===== config.mk =====
export PLATFORM = sky130hd
export DESIGN_NAME = lpf_multi
export DESIGN_NICKNAME = d
export VERILOG_FILES = /design/src/rtl/lpf_pkg.sv /design/src/rtl/lpf_update_core.sv /design/src/rtl/lpf_multi.sv
export SDC_FILE = /design/constraint.sdc
export NUM_CORES = 1
export LEC_CHECK = 0
export ABC_AREA = 1
export BUFFER_PORTS_ARGS = -buffer_cell sky130_fd_sc_hd__buf_4
export CORE_ASPECT_RATIO = 1.4
export CORE_UTILIZATION = 45
export DETAILED_ROUTE_END_ITERATION = 8
export GPL_TIMING_DRIVEN = 0
export MAX_ROUTING_LAYER = met4
export PLACE_DENSITY_LB_ADDON = 0.12
export SLEW_MARGIN = 20
export SYNTH_ARGS = -nofsm -noshare
export SYNTH_HDL_FRONTEND = slang
export SYNTH_SLANG_ARGS = --single-unit

===== constraint.sdc =====
create_clock -name clk -period 24.5 [get_ports clk]
set_clock_uncertainty 0.2 [all_clocks]
set_input_delay 2.45 -clock clk [delete_from_list [all_inputs] [get_ports clk]]
set_output_delay 2.45 -clock clk [all_outputs]
set_load 0.05 [all_outputs]

===== src/rtl/lpf_pkg.sv =====
// Shared types and helpers for the multi-channel IIR low-pass filter.
package lpf_pkg;

    typedef enum logic [1:0] {
        ST_IDLE = 2'd0,
        ST_PROC = 2'd1,
        ST_DONE = 2'd2
    } lpf_state_e;

    // Limit alpha to 2^frac, which represents a gain of exactly 1.0.
    function automatic logic [31:0] clamp_alpha(input logic [31:0] a, input int frac);
        logic [31:0] one;
        one = 32'd1 << frac;
        if (a > one) begin
            return one;
        end else begin
            return a;
        end
    endfunction

    function automatic logic signed [63:0] sat_signed(input logic signed [63:0] v, input int width);
        logic signed [63:0] hi;
        logic signed [63:0] lo;
        hi = (64'sd1 <<< (width - 1)) - 64'sd1;
        lo = -(64'sd1 <<< (width - 1));
        if (v > hi) begin
            return hi;
        end else if (v < lo) begin
            return lo;
        end else begin
            return v;
        end
    endfunction

endpackage


===== src/rtl/lpf_update_core.sv =====
// Combinational single-channel update: copy when unprimed, else rounded and
// saturated y + alpha*(x - y).
module lpf_update_core
    import lpf_pkg::*;
#(
    parameter int WIDTH = 16,
    parameter int FRAC  = 5
) (
    input  logic signed [WIDTH-1:0] i_x,
    input  logic signed [WIDTH-1:0] i_y,
    input  logic        [FRAC:0]    i_alpha,
    input  logic                    i_primed,
    output logic signed [WIDTH-1:0] o_y_next
);

    localparam int PW = WIDTH + FRAC + 2;

    logic signed [WIDTH:0]  w_diff;
    logic signed [PW-1:0]   w_prod;
    logic signed [PW-1:0]   w_round;
    logic signed [PW-1:0]   w_sum;
    logic signed [63:0]     w_sat;

    // Adding half an LSB before the arithmetic shift rounds halves toward +inf.
    always_comb begin
        w_diff  = {i_x[WIDTH-1], i_x} - {i_y[WIDTH-1], i_y};
        w_prod  = $signed({{(PW-FRAC-1){1'b0}}, i_alpha})
                * $signed({{(PW-WIDTH-1){w_diff[WIDTH]}}, w_diff});
        w_round = (w_prod + PW'(1 << (FRAC - 1))) >>> FRAC;
        w_sum   = {{(PW-WIDTH){i_y[WIDTH-1]}}, i_y} + w_round;
        w_sat   = sat_signed(64'(w_sum), WIDTH);
        if (i_primed) begin
            o_y_next = w_sat[WIDTH-1:0];
        end else begin
            o_y_next = i_x;
        end
    end

endmodule


===== src/rtl/lpf_multi.sv =====
// Multi-channel first-order IIR low-pass filter sharing one update core,
// time-multiplexed over the channels of each accepted frame.
module lpf_multi
    import lpf_pkg::*;
#(
    parameter int WIDTH    = 16,
    parameter int CHANNELS = 3,
    parameter int FRAC     = 5
) (
    input  logic                        clk,
    input  logic                        rst,
    input  logic                        in_valid,
    output logic                        in_ready,
    input  logic [CHANNELS*WIDTH-1:0]   in_data,
    input  logic [FRAC:0]               alpha,
    input  logic                        flush,
    output logic                        out_valid,
    output logic [CHANNELS*WIDTH-1:0]   out_data
);

    localparam int CW = (CHANNELS > 1) ? $clog2(CHANNELS) : 1;

    lpf_state_e                 r_state;
    logic [CW-1:0]              r_ch;
    logic signed [WIDTH-1:0]    r_x [CHANNELS];
    logic signed [WIDTH-1:0]    r_y [CHANNELS];
    logic [FRAC:0]              r_alpha;
    logic                       r_frame_primed;
    logic                       r_primed;
    logic                       r_flush_seen;
    logic                       r_out_valid;
    logic [CHANNELS*WIDTH-1:0]  r_out;

    logic                       w_accept;
    logic                       w_last;
    logic [31:0]                w_alpha_clamped;
    logic signed [WIDTH-1:0]    w_y_next;
    logic [CHANNELS*WIDTH-1:0]  w_frame;

    assign in_ready        = !rst && (r_state != ST_PROC);
    assign w_accept        = in_valid && in_ready;
    assign w_last          = (r_ch == CW'(CHANNELS - 1));
    assign w_alpha_clamped = clamp_alpha(32'(alpha), FRAC);
    assign out_valid       = r_out_valid;
    assign out_data        = r_out;

    lpf_update_core #(
        .WIDTH (WIDTH),
        .FRAC  (FRAC)
    ) u_core (
        .i_x      (r_x[r_ch]),
        .i_y      (r_y[r_ch]),
        .i_alpha  (r_alpha),
        .i_primed (r_frame_primed),
        .o_y_next (w_y_next)
    );

    // The last channel's fresh result bypasses the state array into the output frame.
    always_comb begin
        w_frame = '0;
        for (int i = 0; i < CHANNELS; i++) begin
            if (CW'(i) == r_ch) begin
                w_frame[i*WIDTH +: WIDTH] = w_y_next;
            end else begin
                w_frame[i*WIDTH +: WIDTH] = r_y[i];
            end
        end
    end

    // A flush seen anywhere during a frame keeps primed clear at that frame's DONE.
    always_ff @(posedge clk) begin
        if (rst) begin
            r_state        <= ST_IDLE;
            r_ch           <= '0;
            r_alpha        <= '0;
            r_frame_primed <= 1'b0;
            r_primed       <= 1'b0;
            r_flush_seen   <= 1'b0;
            r_out_valid    <= 1'b0;
            r_out          <= '0;
            for (int i = 0; i < CHANNELS; i++) begin
                r_x[i] <= '0;
                r_y[i] <= '0;
            end
        end else begin
            r_out_valid <= 1'b0;
            if (flush) begin
                r_primed     <= 1'b0;
                r_flush_seen <= 1'b1;
            end
            case (r_state)
                ST_IDLE, ST_DONE: begin
                    if (w_accept) begin
                        for (int i = 0; i < CHANNELS; i++) begin
                            r_x[i] <= in_data[i*WIDTH +: WIDTH];
                        end
                        r_alpha        <= w_alpha_clamped[FRAC:0];
                        r_frame_primed <= r_primed && !flush;
                        r_flush_seen   <= 1'b0;
                        r_ch           <= '0;
                        r_state        <= ST_PROC;
                    end else begin
                        r_state <= ST_IDLE;
                    end
                end
                ST_PROC: begin
                    r_y[r_ch] <= w_y_next;
                    if (w_last) begin
                        r_out       <= w_frame;
                        r_out_valid <= 1'b1;
                        r_primed    <= !(flush || r_flush_seen);
                        r_ch        <= '0;
                        r_state     <= ST_DONE;
                    end else begin
                        r_ch <= r_ch + 1'b1;
                    end
                end
                default: begin
                    r_state <= ST_IDLE;
                end
            endcase
        end
    end

endmodule


; ---- Word-level counts from Yosys, hierarchy flattened
; Memory sizes are Yosys's and may differ from the RTL's. A register that Yosys moved wholly into a read port is not among the register bits.
; Index checks and enable logic that the tools add are counted.
[word_totals]
memories = 2
inputBits = 58
ram_bits = 96
register_bits = 14
[mem_list]
columns = memory, depth, width, read_ports, rd_ports_with_merged_regs, wr, line
row1 = r_x, 3, 16, 1, 1, 3, lpf_multi.sv:25  ; logic signed [WIDTH-1:0] r_x [CHANNELS];
row2 = r_y, 3, 16, 4, 4, 3, lpf_multi.sv:26  ; logic signed [WIDTH-1:0] r_y [CHANNELS];
[op_classes]
mul = 1
eq_ne = 6
bitwise = 4
n_reduce_logical = 15
mux = 36
add_sub_neg = 4
magnitude_cmp = 3
[op_table]
columns = operator, count
row1 = $mux 16, 7
row2 = $add 23x6->23 const B, 1
row3 = $mul 7x17->23, 1
row4 = $add 16x18->19, 1
row5 = $gt 19x16->1 const B, 1
row6 = $lt 19x16->1 const B, 1
row7 = $mux 1, 18
row8 = $sub 16x16->17, 1
row9 = $mux 2, 8
row10 = $reduce_or 16->1, 1
row11 = $pmux 2 s2, 2
row12 = $gt 6x6->1 const B, 1
row13 = $mux 6, 1
row14 = $reduce_and 2->1, 3
row15 = $eq 2x2->1 const B, 2
row16 = $ne 2x2->1 const B, 2
row17 = $reduce_or 2->1, 2
row18 = $logic_and 1x1->1, 3
row19 = $logic_not 1->1, 3
row20 = $or 1x1->1, 3
row21 = $add 2x1->2 const B, 1
row22 = $eq 2x1->1 const B, 1
row23 = $logic_not 2->1, 1
row24 = $ne 2x1->1 const B, 1
row25 = 3 further kinds, 3

; ---- Depth between registers and ports, before layout
[depth]
word_depth = 9
depth_mapped = 51

; ---- By module
; From an unflattened synthesis, not the netlist that was laid out.
[unflattened]
hier_cells = 1736
hier_area_um2 = 13556.8
[by_module_without_submodules]
columns = mod, area_each_um2, cells_each, instances
row1 = lpf_multi, 7544.7, 858, 1
row2 = lpf_update_core, 6012.0, 878, 1

; ---- Worst setup path before layout
; Ideal clock, no wire load.
[synth_path]
path_type = register to register
startpoint = register (tool-made name)
endpoint = memory r_y[1][10], data pin
setup_time_ns = 0.266
t_arrival_ns = 7.937
required_time_ns = 24.034
path_slack_ns = 16.097
stages_incl_launch_ff = 50
cell_sequence = dfxtp_1 -> clkbuf_1 -> clkbuf_1 -> clkbuf_1 -> nand2_1 -> a32oi_1 -> inv_1 -> ha_1 -> nand3_1 -> nand2_1 -> a21oi_1 -> o21ai_0 -> xor2_1 -> nor2_1 -> fa_1 -> inv_1 -> fa_1 -> inv_1 -> [... 14 more ...] -> nand2_1 -> xor2_1 -> ha_1 -> nand2_1 -> inv_1 -> nand2_1 -> nand2_1 -> a21oi_1 -> nand2_1 -> nand2_1 -> nand2_1 -> nor2_2 -> nand2_2 -> a21oi_4 -> buf_6 -> nand2_2 -> nand2_2 -> nor2_1
[synth_rtl]
columns = item, line
row1 = end: declaration, lpf_multi.sv:26

==> impl_results.md <==
- Number of global-route vias before repair: 10786
- Die Y: 202 um
- Via count: 10605
- Slew Limit Fails: 0
- Starting Density: 0.456
- Fillers: 2830
- Max IR drop VDD: between 60 and 70 uV
- Htree depth: 4
- Pwr/cell area: 87.5 mW/mm2
- Max Cap Viol: 0
- Most frequent cells in the layout: inv_1 (313), nand2_1 (259), nor2_1 (246), a21oi_1 (133), edfxtp_1 (112)
- Setup TNS: 0 ns
- Antenna viol nets, final: 0
- Slowest CP cell: xor2_1
- Number of diodes: 0
- Most common cell after layout, fill and taps aside: inv_1
- CP arrival: 10.74 ns
- CTS buffer count: 17
- Number of I/O pins: 108
- Synth warn: 0
- Clock Sinks: 176
- CTS tree: yes
- PortBufs: roughly 110
- Synth cell types: 43
- Routed wire length per instance: 16.3 um
- Vias/cell: approximately 5.0
- Clock slew at reported path FFs: 0.07 ns
- Least-Margin Pin Slew: 0.856 ns
- Worst Hold Class: reg -> reg
- Row cnt: 73
- Required time of the critical path: 24.47 ns
- RSZ-0062 raised after global routing: no
- WP buf/inv: 8
- CTS-repair resized insts: 0
- Dpl cells: between 2000 and 2500
- Clk_lat worst skew: 0.44 ns
- CP endpoint kind: register
- Clock Tree Root: clkbuf_16
- First-pass GRT wire length: 54700 um
- GP Congestion: 0.925
- Core area: 0.0283 mm2
- # hold bufs at CTS: 0
- Leak: 7.50 nW
- Final worst slack: around 14 ns
- Area grow syn2layout: 14.4%
- Final setup fails: 0
- Mapped Area: around 0.013 mm2
- Non-Filler Instances: 2118
- Die Width: 145 um
- Worst hold stages: 2
- FF-to-FF path depth: 44
- Die area: about 0.03 mm2
- Critical Path Stages: between 40 and 50
- DP Worst Slack: 13.77 ns
- First-pass DRT Iterations: 7
- Setup Fix Bufs, Post-CTS: 0
- Post-Route WL: 34600 um
- GRT overflow: 0
- DR DRC count: 0
- CP max FO: 10
- Avg Synthesized Cell Area: 8.04 um2
- GRT Total Usage: 0.251
- Initial antenna violation count: 0
- Most used cell, CP: nand2_1
- Crit path kind: reg -> reg
- Net Count, Synth: approximately 1800
- Layout cells sized above 1: 0.112
- Post-layout util: 0.521
- Mapped Cells: 1604
- Startpoint Class: register
- Crit path largest cell delay: 0.62 ns
- Initial DRC Count: 580
- Sequential area share after synthesis: 0.360
- Largest net degree at the start of global routing: 56
- DP HPWL: 28800 um
- Max Freq: 92.9 MHz
- Outcome: completed
- Clock Path Buffers: 2
- Hold Vio Cnt, Final: 0
- Delay-heaviest family, CP: adder cells
- Nets: 1952
- Final period util: 0.439
- Slew margin rel.: 0.424
- Synthesis-stage register bit count: 176
- Tmin final: 10.76 ns
-- per-stage QoR --
stage | area (um2) | total power [mW] | hold WS (ns)
after floorplan | 12900 | 0.860 | 0.236
after global placement | 14200 | 1.02 | 0.245
after detailed placement | 14200 | 1.03 | 0.243
after CTS | 14800 | 1.29 | 0.256
after global routing | 14800 | 1.40 | 0.277
final | 14800 | 1.29 | 0.253
-- synthesized netlist by cell type, drive strengths merged --
master   number  share of area
o22ai         7         0.0034
o21ai        60          0.023
nand4         3         0.0015
a221oi        1        0.00068
nand3        46          0.022
nor3         13         0.0050
o2111ai       1        0.00068
a31oi         4         0.0019
ha           93          0.090
buf           5         0.0027
a32oi        15          0.010
a21o          1        0.00058
o21bai        4         0.0023
nand2       286          0.088
clkbuf       43          0.013
or2           9         0.0044
clkinv        5         0.0015
o31ai         2         0.0012
xnor2        18          0.012
fa           71           0.11
nor2        249          0.073
edfxtp      112           0.26
a211oi        1        0.00058
a22oi         1        0.00058
a21oi       135          0.054
dfxtp        64          0.099
inv         316          0.092
o211ai        2         0.0012
a31o          1        0.00068
xor2         31          0.021
o21a          1        0.00058
and3          2        0.00097
nor4          2        0.00097
-- kinds of logic (layout without fill, tap and decap cells) --
kind of cell | Yosys count | after routing | synth area share
fa+ha+maj | 164 | 164 | 0.200
compound gates | 236 | 236 | 0.101
flops | 176 | 176 | 0.360
simple gates | 610 | 610 | 0.196
xor+xnor | 49 | 49 | 0.0333
buf+inv | 369 | 508 | 0.109
-- state kept, by name, indices dropped and copies added, names as in the netlist, named ones only --
name / cells
out_data: 48
out_valid: 1
r_alpha: 6
r_ch: 2
r_flush_seen: 1
r_frame_primed: 1
r_primed: 1
r_state: 2
r_x: 48
r_y: 64
-- report_power, final --
group | internal [mW] | total, mW | switching [mW]
clock | 0.146 | 0.266 | 0.120
combinational | 0.233 | 0.688 | 0.455
sequential | 0.332 | 0.336 | 0.00470
total | 0.711 | 1.29 | 0.580
-- final timing paths --
path	start	endpoint	slack, ns
worst max-delay path	register	r_y[1][4]	13.74
worst min-delay path	out_data[37]	out_data[37]	0.25
worst max register to register	register	r_y[1][4]	13.74
worst min register to register	out_data[37]	out_data[37]	0.25
-- metal layers --
layer	GRT usage	part of all wire	vias up	wire, um
met5	-	0	-	0
met4	0.131	0.049	0	1700
met3	0.0302	0.035	66	1220
met2	0.465	0.53	256	18400
met1	0.257	0.38	4979	13300
li1	-	-	5304	-
-- worst register-to-register path: cells and delay by family, from the launching register on --
kind | cells | cell delay, ns
adders and majority gates | 7 | 3.10
xor gates and xnor gates | 2 | 0.77
AOI/OAI and AO/OA | 12 | 2.83
and+or+nand+nor | 15 | 1.40
buffers and inverters | 8 | 1.91
DFF | 1 | 0.31
-- area by class of cell --
| class | instances | area, um2 | area share |
|---|---|---|---|
| Sequential cell | 176 | 4640 | 0.315 |
| Clock buffer | 23 | 499 | 0.0338 |
| Tap cell | 375 | 469 | 0.0318 |
| Timing Repair Buffer | 107 | 803 | 0.0545 |
| Buffer | 48 | 196 | 0.0133 |
| Multi-Input combinational cell | 1059 | 6870 | 0.465 |
| Inverter | 321 | 1200 | 0.0817 |
| Clock inverter | 9 | 68.8 | 0.00466 |
Power figures use the tool's default switching activity.
